`config.mk`:
```
export PLATFORM = sky130hd
export DESIGN_NAME = tick_scheduler
export DESIGN_NICKNAME = d
export VERILOG_FILES = /design/src/rtl/tick_sched_pkg.sv /design/src/rtl/tick_channel.sv /design/src/rtl/tick_scheduler.sv
export SDC_FILE = /design/constraint.sdc
export NUM_CORES = 1
export LEC_CHECK = 0
export CORE_ASPECT_RATIO = 1.25
export CORE_MARGIN = 2
export CORE_UTILIZATION = 54
export DETAILED_ROUTE_END_ITERATION = 8
export PLACE_DENSITY = 0.76
export SYNTH_ARGS = -nofsm -noshare
export SYNTH_HDL_FRONTEND = slang
export SYNTH_SLANG_ARGS = --single-unit
```
`constraint.sdc`:
```
create_clock -name clk -period 3.4 [get_ports clk]
set_input_delay 0.34 -clock clk [delete_from_list [all_inputs] [get_ports clk]]
set_output_delay 0.34 -clock clk [all_outputs]
set_load 0.02 [all_outputs]
```
`src/rtl/tick_sched_pkg.sv`:
```
// =====================================================================
// tick_sched_pkg : shared types, mode encodings and round-robin helper
// Rev 1.0
// =====================================================================
`default_nettype none

package tick_sched_pkg;

    localparam logic MODE_ONESHOT  = 1'b0;
    localparam logic MODE_PERIODIC = 1'b1;
    localparam int   MAX_CH        = 16;

    typedef enum logic [0:0] {
        CH_IDLE = 1'b0,
        CH_RUN  = 1'b1
    } ch_state_t;

    // First set bit of req at or after ptr, wrapping within n entries.
    // Returns ptr when req is empty; callers only use the result when req != 0.
    function automatic int rr_pick(input logic [MAX_CH-1:0] req, input int ptr, input int n);
        int idx;
        rr_pick = ptr;
        for (int k = MAX_CH - 1; k >= 0; k--) begin
            if (k < n) begin
                idx = ptr + k;
                if (idx >= n) idx = idx - n;
                if (req[idx]) rr_pick = idx;
            end
        end
    endfunction

endpackage

`default_nettype wire

```
`src/rtl/tick_channel.sv`:
```
// =====================================================================
// tick_channel : one software timer (period/mode registers, countdown)
// Rev 1.0
// =====================================================================
`default_nettype none

module tick_channel
    import tick_sched_pkg::*;
#(
    parameter int CNT_W = 16
) (
    input  logic             clk,
    input  logic             rst,
    input  logic             tick_i,
    input  logic             cfg_we_i,
    input  logic [CNT_W-1:0] cfg_period_i,
    input  logic             cfg_mode_i,
    input  logic             start_i,
    input  logic             stop_i,
    output logic             busy_o,
    output logic             expire_o
);

    localparam logic [CNT_W-1:0] C_ONE = CNT_W'(1);

    ch_state_t        state_q, state_d;
    logic [CNT_W-1:0] count_q, count_d;
    logic [CNT_W-1:0] period_q, period_d;
    logic             mode_q, mode_d;

    always_ff @(posedge clk) begin
        if (rst) begin
            state_q  <= CH_IDLE;
            count_q  <= '0;
            period_q <= '0;
            mode_q   <= MODE_ONESHOT;
        end else begin
            state_q  <= state_d;
            count_q  <= count_d;
            period_q <= period_d;
            mode_q   <= mode_d;
        end
    end

    always_comb begin
        state_d  = state_q;
        count_d  = count_q;
        expire_o = 1'b0;
        period_d = cfg_we_i ? cfg_period_i : period_q;
        mode_d   = cfg_we_i ? cfg_mode_i : mode_q;

        // Priority: stop, then (re)start, then counting; a start masks that cycle's tick.
        if (stop_i) begin
            state_d = CH_IDLE;
            count_d = '0;
        end else if (start_i) begin
            if (period_q != '0) begin
                state_d = CH_RUN;
                count_d = period_q;
            end else begin
                state_d = CH_IDLE;
                count_d = '0;
            end
        end else if (state_q == CH_RUN && tick_i) begin
            if (count_q > C_ONE) begin
                count_d = count_q - C_ONE;
            end else begin
                expire_o = 1'b1;
                if (mode_q == MODE_PERIODIC && period_q != '0) begin
                    count_d = period_q;
                end else begin
                    state_d = CH_IDLE;
                    count_d = '0;
                end
            end
        end
    end

    assign busy_o = (state_q == CH_RUN);

endmodule

`default_nettype wire

```
`src/rtl/tick_scheduler.sv`:
```
// =====================================================================
// tick_scheduler : NUM_CH timers sharing one base tick, round-robin events
// Rev 1.0
// =====================================================================
`default_nettype none

module tick_scheduler
    import tick_sched_pkg::*;
#(
    parameter int NUM_CH = 4,
    parameter int CNT_W  = 16,
    parameter int CH_W   = $clog2(NUM_CH)
) (
    input  logic              clk,
    input  logic              rst,
    input  logic              tick_in,
    input  logic              cfg_we,
    input  logic [CH_W-1:0]   cfg_ch,
    input  logic [CNT_W-1:0]  cfg_period,
    input  logic              cfg_mode,
    input  logic [NUM_CH-1:0] start,
    input  logic [NUM_CH-1:0] stop,
    output logic [NUM_CH-1:0] busy,
    output logic              evt_valid,
    output logic [CH_W-1:0]   evt_ch,
    input  logic              evt_ready,
    output logic [NUM_CH-1:0] overrun,
    input  logic              overrun_clr
);

    logic [NUM_CH-1:0] w_expire;
    logic [NUM_CH-1:0] pending_q, pending_d;
    logic [NUM_CH-1:0] overrun_q, overrun_d;
    logic              evt_valid_q, evt_valid_d;
    logic [CH_W-1:0]   evt_ch_q, evt_ch_d;
    logic [CH_W-1:0]   rr_q, rr_d;

    logic [MAX_CH-1:0] w_req_pad;
    logic              w_slot_free;
    logic              w_load;
    logic [CH_W-1:0]   w_sel;
    logic [NUM_CH-1:0] w_load_oh;

    for (genvar i = 0; i < NUM_CH; i++) begin : g_ch
        tick_channel #(
            .CNT_W (CNT_W)
        ) u_ch (
            .clk          (clk),
            .rst          (rst),
            .tick_i       (tick_in),
            .cfg_we_i     (cfg_we && (cfg_ch == CH_W'(i))),
            .cfg_period_i (cfg_period),
            .cfg_mode_i   (cfg_mode),
            .start_i      (start[i]),
            .stop_i       (stop[i]),
            .busy_o       (busy[i]),
            .expire_o     (w_expire[i])
        );
    end

    always_comb begin
        w_req_pad              = '0;
        w_req_pad[NUM_CH-1:0]  = pending_q;
        w_slot_free            = !evt_valid_q || evt_ready;
        w_load                 = w_slot_free && (|pending_q);
        w_sel                  = CH_W'(rr_pick(w_req_pad, int'(rr_q), NUM_CH));
        w_load_oh              = w_load ? (NUM_CH'(1) << w_sel) : '0;

        // A fresh expiry re-arms a bit being drained this cycle; stop drops it outright.
        pending_d = ((pending_q & ~w_load_oh) | w_expire) & ~stop;
        overrun_d = (overrun_clr ? '0 : overrun_q) | (w_expire & pending_q & ~w_load_oh);

        evt_valid_d = evt_valid_q;
        evt_ch_d    = evt_ch_q;
        rr_d        = rr_q;
        if (w_load) begin
            evt_valid_d = 1'b1;
            evt_ch_d    = w_sel;
            rr_d        = (int'(w_sel) == NUM_CH - 1) ? '0 : w_sel + CH_W'(1);
        end else if (w_slot_free) begin
            evt_valid_d = 1'b0;
        end
    end

    always_ff @(posedge clk) begin
        if (rst) begin
            pending_q   <= '0;
            overrun_q   <= '0;
            evt_valid_q <= 1'b0;
            evt_ch_q    <= '0;
            rr_q        <= '0;
        end else begin
            pending_q   <= pending_d;
            overrun_q   <= overrun_d;
            evt_valid_q <= evt_valid_d;
            evt_ch_q    <= evt_ch_d;
            rr_q        <= rr_d;
        end
    end

    assign evt_valid = evt_valid_q;
    assign evt_ch    = evt_ch_q;
    assign overrun   = overrun_q;

endmodule

`default_nettype wire

```
# Word level (Yosys, flattened, before mapping)
# Cells that the tools add are included.
# word_totals
reg_bits	149
in_bits	33
output_inout_bits	11
elab_cells	181
# op_classes
addsub	12
order_cmp	12
eq_ne	12
n_shift	1
n_mux	81
bitwise	8
n_reduce_logical	34
# op_table
op	n
$mux 16	20
$lt 32x6->1 const B	4
$mux 32	4
$gt 16x1->1 const B	4
$reduce_bool 16->1	4
$sub 16x1->16 const B	4
$mux 1	46
$and 4x4->4	4
$bmux 1 s4	4
$ne 2x2->1 const B	8
$logic_and 1x1->1	13
$reduce_and 3->1	4
$sub 3x3->4 const B	3
$mux 2	5
$reduce_bool 2->1	5
$ge 3x3->1 const B	3
$mux 4	2
$not 4->4	2
$or 4x4->4	2
$reduce_or 2->1	4
$add 2x2->3 const B	2
$eq 2x1->1 const B	2
$eq 2x2->1 const B	2
$reduce_or 4->1	1
8 further kinds	8

# Depth between registers and ports, before layout
# logic_depth
ltp_word	16
depth_mapped	15
mapped_depth_nobuf	13

# Modules after synthesis
# Synthesis repeated with hierarchy kept, for this count alone.
# unflattened
cells_unflattened	984
hier_area_um2	8376.8
# modules_own_cells
module	instances	cells_per_inst	area_per_inst_um2	seq_area_each_um2
tick_channel at g_ch[0].u_ch ...	3	219	1833.0	680.7
tick_channel at g_ch[3].u_ch	1	225	1964.4	680.7
tick_scheduler	1	102	913.4	260.2

# Worst setup path after synthesis
# No wires, ideal clock.
# synth_timing
kind	register to register
startpoint	reg rr_q[0]
endpoint	reg rr_q[0]
setup_ns	0.106
arrival_ns	3.094
required_time_ns	3.294
path_slack_ns	0.200
stages_incl_launch_ff	14
n_path_buf	2
period_less_slack_ns	3.200
cell_sequence	dfxtp_1 > clkbuf_1 > inv_1 > ha_1 > clkbuf_1 > mux4_2 > and2_1 > inv_1 > a31o_2 > xnor2_1 > inv_1 > ha_1 > or4_1 > o311ai_0
# synth_via
elab_chain_len	12
word_cells_on_any_way	34
cone_classes	8 x add/sub; 4 x order compare; 1 x eq/ne; 21 x mux
# synth_rtl
element	line	source
start, declared	tick_scheduler.sv:36	logic [CH_W-1:0] rr_q, rr_d;
start signal, assigned	tick_scheduler.sv:97	rr_q <= rr_d;
$add 2x2->3	tick_sched_pkg.sv:25	idx = ptr + k;
$sub 3x3->4 or $ge 3x3->1 (tied branches)	tick_sched_pkg.sv:26	if (idx >= n) idx = idx - n;
$mux 32	tick_sched_pkg.sv:26	
$bmux 1 s4	tick_sched_pkg.sv:27	if (req[idx]) rr_pick = idx;
$mux 1 (not written as such) (2 in a row)	tick_sched_pkg.sv:27	
$mux 2 (3 in a row)	tick_sched_pkg.sv:27	
$mux 2 *	tick_sched_pkg.sv:27	
net w_sel[0]	tick_scheduler.sv:41	logic [CH_W-1:0] w_sel;
$add 2x1->2 or $eq 2x1->1 (tied branches)	tick_scheduler.sv:79	rr_d = (int'(w_sel) == NUM_CH - 1) ? '0 : w_sel + CH_W'(1);
$mux 2 *	tick_scheduler.sv:79	
# The timed path passes the listed nets; every way through them passes the cells marked *. The select of a mux whose other input is x is not followed.
# A chain may end at the register's enable or synchronous reset.

# Final worst setup path
# layout_timing
startpoint	reg rr_q[0]
endpoint	reg overrun_q[1], in the netlist overrun[1]
# layout_via
elab_chain_len	15
word_cells_on_any_way	36
cone_classes	7 x add/sub; 4 x order compare; 1 x shift; 21 x mux; 3 x bitwise
# layout_rtl
element	line	source
$add 2x2->3	tick_sched_pkg.sv:25	
$sub 3x3->4 or $ge 3x3->1 (tied branches)	tick_sched_pkg.sv:26	
$mux 32	tick_sched_pkg.sv:26	
$bmux 1 s4	tick_sched_pkg.sv:27	
$mux 1 (not written as such) (2 in a row)	tick_sched_pkg.sv:27	
$mux 2 (3 in a row)	tick_sched_pkg.sv:27	
$mux 2 *	tick_sched_pkg.sv:27	
net w_sel[0]	tick_scheduler.sv:41	
$shl 1x2->4 *	tick_scheduler.sv:67	w_load_oh = w_load ? (NUM_CH'(1) << w_sel) : '0;
$mux 4 *	tick_scheduler.sv:67	
$not 4->4 *	tick_scheduler.sv:71	overrun_d = (overrun_clr ? '0 : overrun_q) | (w_expire & pending_q & ~w_load_oh);
$and 4x4->4 *	tick_scheduler.sv:71	
$or 4x4->4 *	tick_scheduler.sv:71	
end signal, assigned	tick_scheduler.sv:94	overrun_q <= overrun_d;
end, declared	tick_scheduler.sv:33	logic [NUM_CH-1:0] overrun_q, overrun_d;
# Marked as above.

==> metrics <==
Worst setup EP type register; worst r2r src rr_q[0]$_SDFFE_PP0P_; share of post-route cells with drive strength above 1 7.31%; final worst setup slack 532 ps; Synth Warn # 0; max-slew violations 0; Primary FF master, synth dfxtp_1; Die Wd 112 um; sequential share of power 37.1%; crit path max fanout 9; pwr dens 564 mW/mm^2; crit-path max cell delay 470 ps; worst supply voltage drop on vdd 0.000380 V; Max Root-Sink Buffers 2; RSZ-0062 raised after global routing false; critical path type reg2reg; Hold Path Cell Cnt 2; HP Start rst; reg2reg path depth 13; antenna viol nets, final 0; n_diodes 0; Critical Path Most Common Cell inv_1; Slowest cell on crit path ha_1; first-pass GRT wire length 35,700 um; initial antenna violation count 0; Resized cells post-CTS 0; clock power share 42.3%; hold buffer count at cts 0; Via density 6.32; CTS Root Cell clkbuf_16; async set-or-reset flop fraction in the synthesized netlist 0%; Post-Route WL 21,800 um; total gr overflow 0; Slew headroom 33.3%; fill count 1,315; Die Height 139 um; Worst-Skew Late Latency 430 ps; IO Port Bufs 43; Final Hold Viols 0; clk slew on worst S/H paths 60 ps; count of cell types in the netlist 76; WP data arrival 3220 ps; CP Launch Type register; Post-synth EDFFs 0; Combinational Power Share 20.7%; period utilization 84.3%; crit-path cells inv_1 > ha_1 > mux4_2 > and2_1 > inv_1 > a31o_2 > xnor2_1 > inv_1 > ha_1 > nand2_1 > nand2_1 > or3_1 > a21oi_1; Post-Synthesis Cells 1,020; outcome completed; sequential area share after synthesis 37.8%; Placed Cells 1,199; hpwl dp 15,200 um; vias post-DR 7,785; FF-to-FF setup slack 530 ps; largest net degree at the start of global routing 46; Final Skew 9.14 ps; post-placement setup slack 562 ps; max-cap violation count 0; WP data required 3750 ps; Hold Path Sink overrun[0]$_SDFF_PP0_; GR Util All Layers 28.0%; fmax 349 MHz; Syn Nets 1,070; synthesis-stage register bit count 149; syn avg cell area 7.73 sq um; Clock Sink Count 149; Nets 1,090; Iteration-0 DRC Markers 642; fin cells 1,231; # IOs 44; Starting Density 54.9%; Core ar. 0.0143 sq mm; Area growth, synth to finish 14.8%; DRC viols 0; worst reg2reg endpoint overrun[1]$_SDFF_PP0_; worst hold-check path type in2reg; DR WL/cell 17.7 um; vias in the first global route 7,139; CTS buffer count 17; die footprint 0.0156 sq mm; post-route setup TNS 0 ps; Setup Viol. Count Final 0; min Tclk post-route 2870 ps; site row count 49; Switching Fraction 28.9%; placer congestion estimate 0.858; Tightest Pin Transition 996 ps; DR pass1 iterations 7; leakage 3.26 nW; Sw Pwr 1.47 mW; Netlist Area Pre-Place 0.00788 sq mm; Int Pwr 3.63 mW; htree depth 4; # Post-CTS Setup Buffers 0; CTS tree done
metrics by stage:
stage               area, sq um  hold slack [ps]  utilization (%)  total power [mW]
global route               9050              334             63.1              5.31
CTS                        9050              307             63.1              5.11
global placement           8380              461             58.4              2.95
finish                     9050              323             63.1              5.10
detailed placement         8380              469             58.4              2.96
floorplan                  7880              439                -              2.70
layout by cell type, fill, tap and decap left out, drive strengths merged, types with 6 or more instances in the layout:
cell,netlist,layout
a211oi,14,14
a21oi,121,121
a221oi,22,22
a22oi,11,11
a31oi,10,10
and2,7,7
buf,14,14
bufinv,0,6
clkbuf,40,20
clkdlybuf4s50,0,42
dfxtp,149,149
ha,17,17
inv,27,28
nand2,206,206
nand2b,11,11
nand3,29,29
nand4,10,10
nor2,80,80
nor3,30,30
nor4,19,19
o211ai,9,9
o21ai,55,55
o41ai,7,7
or3,12,12
or4,17,17
xnor2,12,12
worst max-delay path by stage:
stage / start / endpoint / slack [ps] / depth (start not counted)
after floorplan: rr_q[0]$_SDFFE_PP0P_ / rr_q[0]$_SDFFE_PP0P_ / 200 / 13
after global placement: rr_q[0]$_SDFFE_PP0P_ / rr_q[0]$_SDFFE_PP0P_ / 610 / 11
after detailed placement: rr_q[0]$_SDFFE_PP0P_ / rr_q[0]$_SDFFE_PP0P_ / 560 / 11
after CTS: rr_q[0]$_SDFFE_PP0P_ / rr_q[0]$_SDFFE_PP0P_ / 540 / 11
after global routing: rr_q[0]$_SDFFE_PP0P_ / overrun[1]$_SDFF_PP0_ / 310 / 13
final: rr_q[0]$_SDFFE_PP0P_ / overrun[1]$_SDFF_PP0_ / 530 / 13
registers in the layout (all words and copies together), names as in the netlist:
register            flops
g_ch.u_ch.count_q      64
g_ch.u_ch.period_q     64
g_ch.u_ch.busy_o        4
g_ch.u_ch.mode_q        4
overrun                 4
pending_q               4
evt_ch                  2
rr_q                    2
evt_valid               1
cells in the mapped netlist, types with 14 or more instances:
| library cell | n | area [sq um] |
|---|---|---|
| a211oi_1 | 14 | 105 |
| a21oi_1 | 121 | 606 |
| a221oi_1 | 22 | 193 |
| clkbuf_1 | 39 | 146 |
| dfxtp_1 | 149 | 2980 |
| ha_1 | 17 | 213 |
| inv_1 | 27 | 101 |
| nand2_1 | 206 | 773 |
| nand3_1 | 29 | 145 |
| nor2_1 | 79 | 297 |
| nor3_1 | 30 | 150 |
| nor4_1 | 18 | 113 |
| o21ai_0 | 54 | 270 |
critical path: cells and delay by family, from the launching register on:
family          cells  cell delay [ps]
fa+ha+maj           2              660
simple gates        4              630
compound gates      2              380
flops               1              330
xor+xnor            1              300
buf+inv             3              270
mux                 1              230
layer usage:
metal  GRT usage (%)  part of all wire, %
met5               0                    0
met4            11.2                  3.0
met3            5.42                  6.3
met2            46.3                   48
met1            35.9                   42
layout make-up:
cell class / instances / area [sq um] / share of cell area [%]
Multi-Input combinational cell: 789 / 4550 / 50.2
Sequential cell: 149 / 2980 / 33.0
Timing Repair Buffer: 56 / 523 / 5.78
Clock buffer: 20 / 447 / 4.94
Clock inverter: 12 / 225 / 2.49
Tap cell: 178 / 223 / 2.46
Inverter: 27 / 101 / 1.12
power groups by stage:
stage                     sequential [mW]  clock, mW  combinational, mW
after global placement               1.93          0               1.02
after detailed placement             1.93          0               1.03
after floorplan                      1.91          0              0.789
final                                1.89       2.16               1.05
after CTS                            1.89       2.18               1.04
after global routing                 1.90       2.24               1.17
logic make-up after synthesis:
logic type / share of synthesized area, %
and+or+nand+nor: 26.7
AOI/OAI and AO/OA: 24.9
DFF: 37.8
buffers and inverters: 4.54
xor gates and xnor gates: 1.89
adders and majority gates: 2.70
muxes: 1.41
No activity file was read; power rests on OpenSTA's default activity.
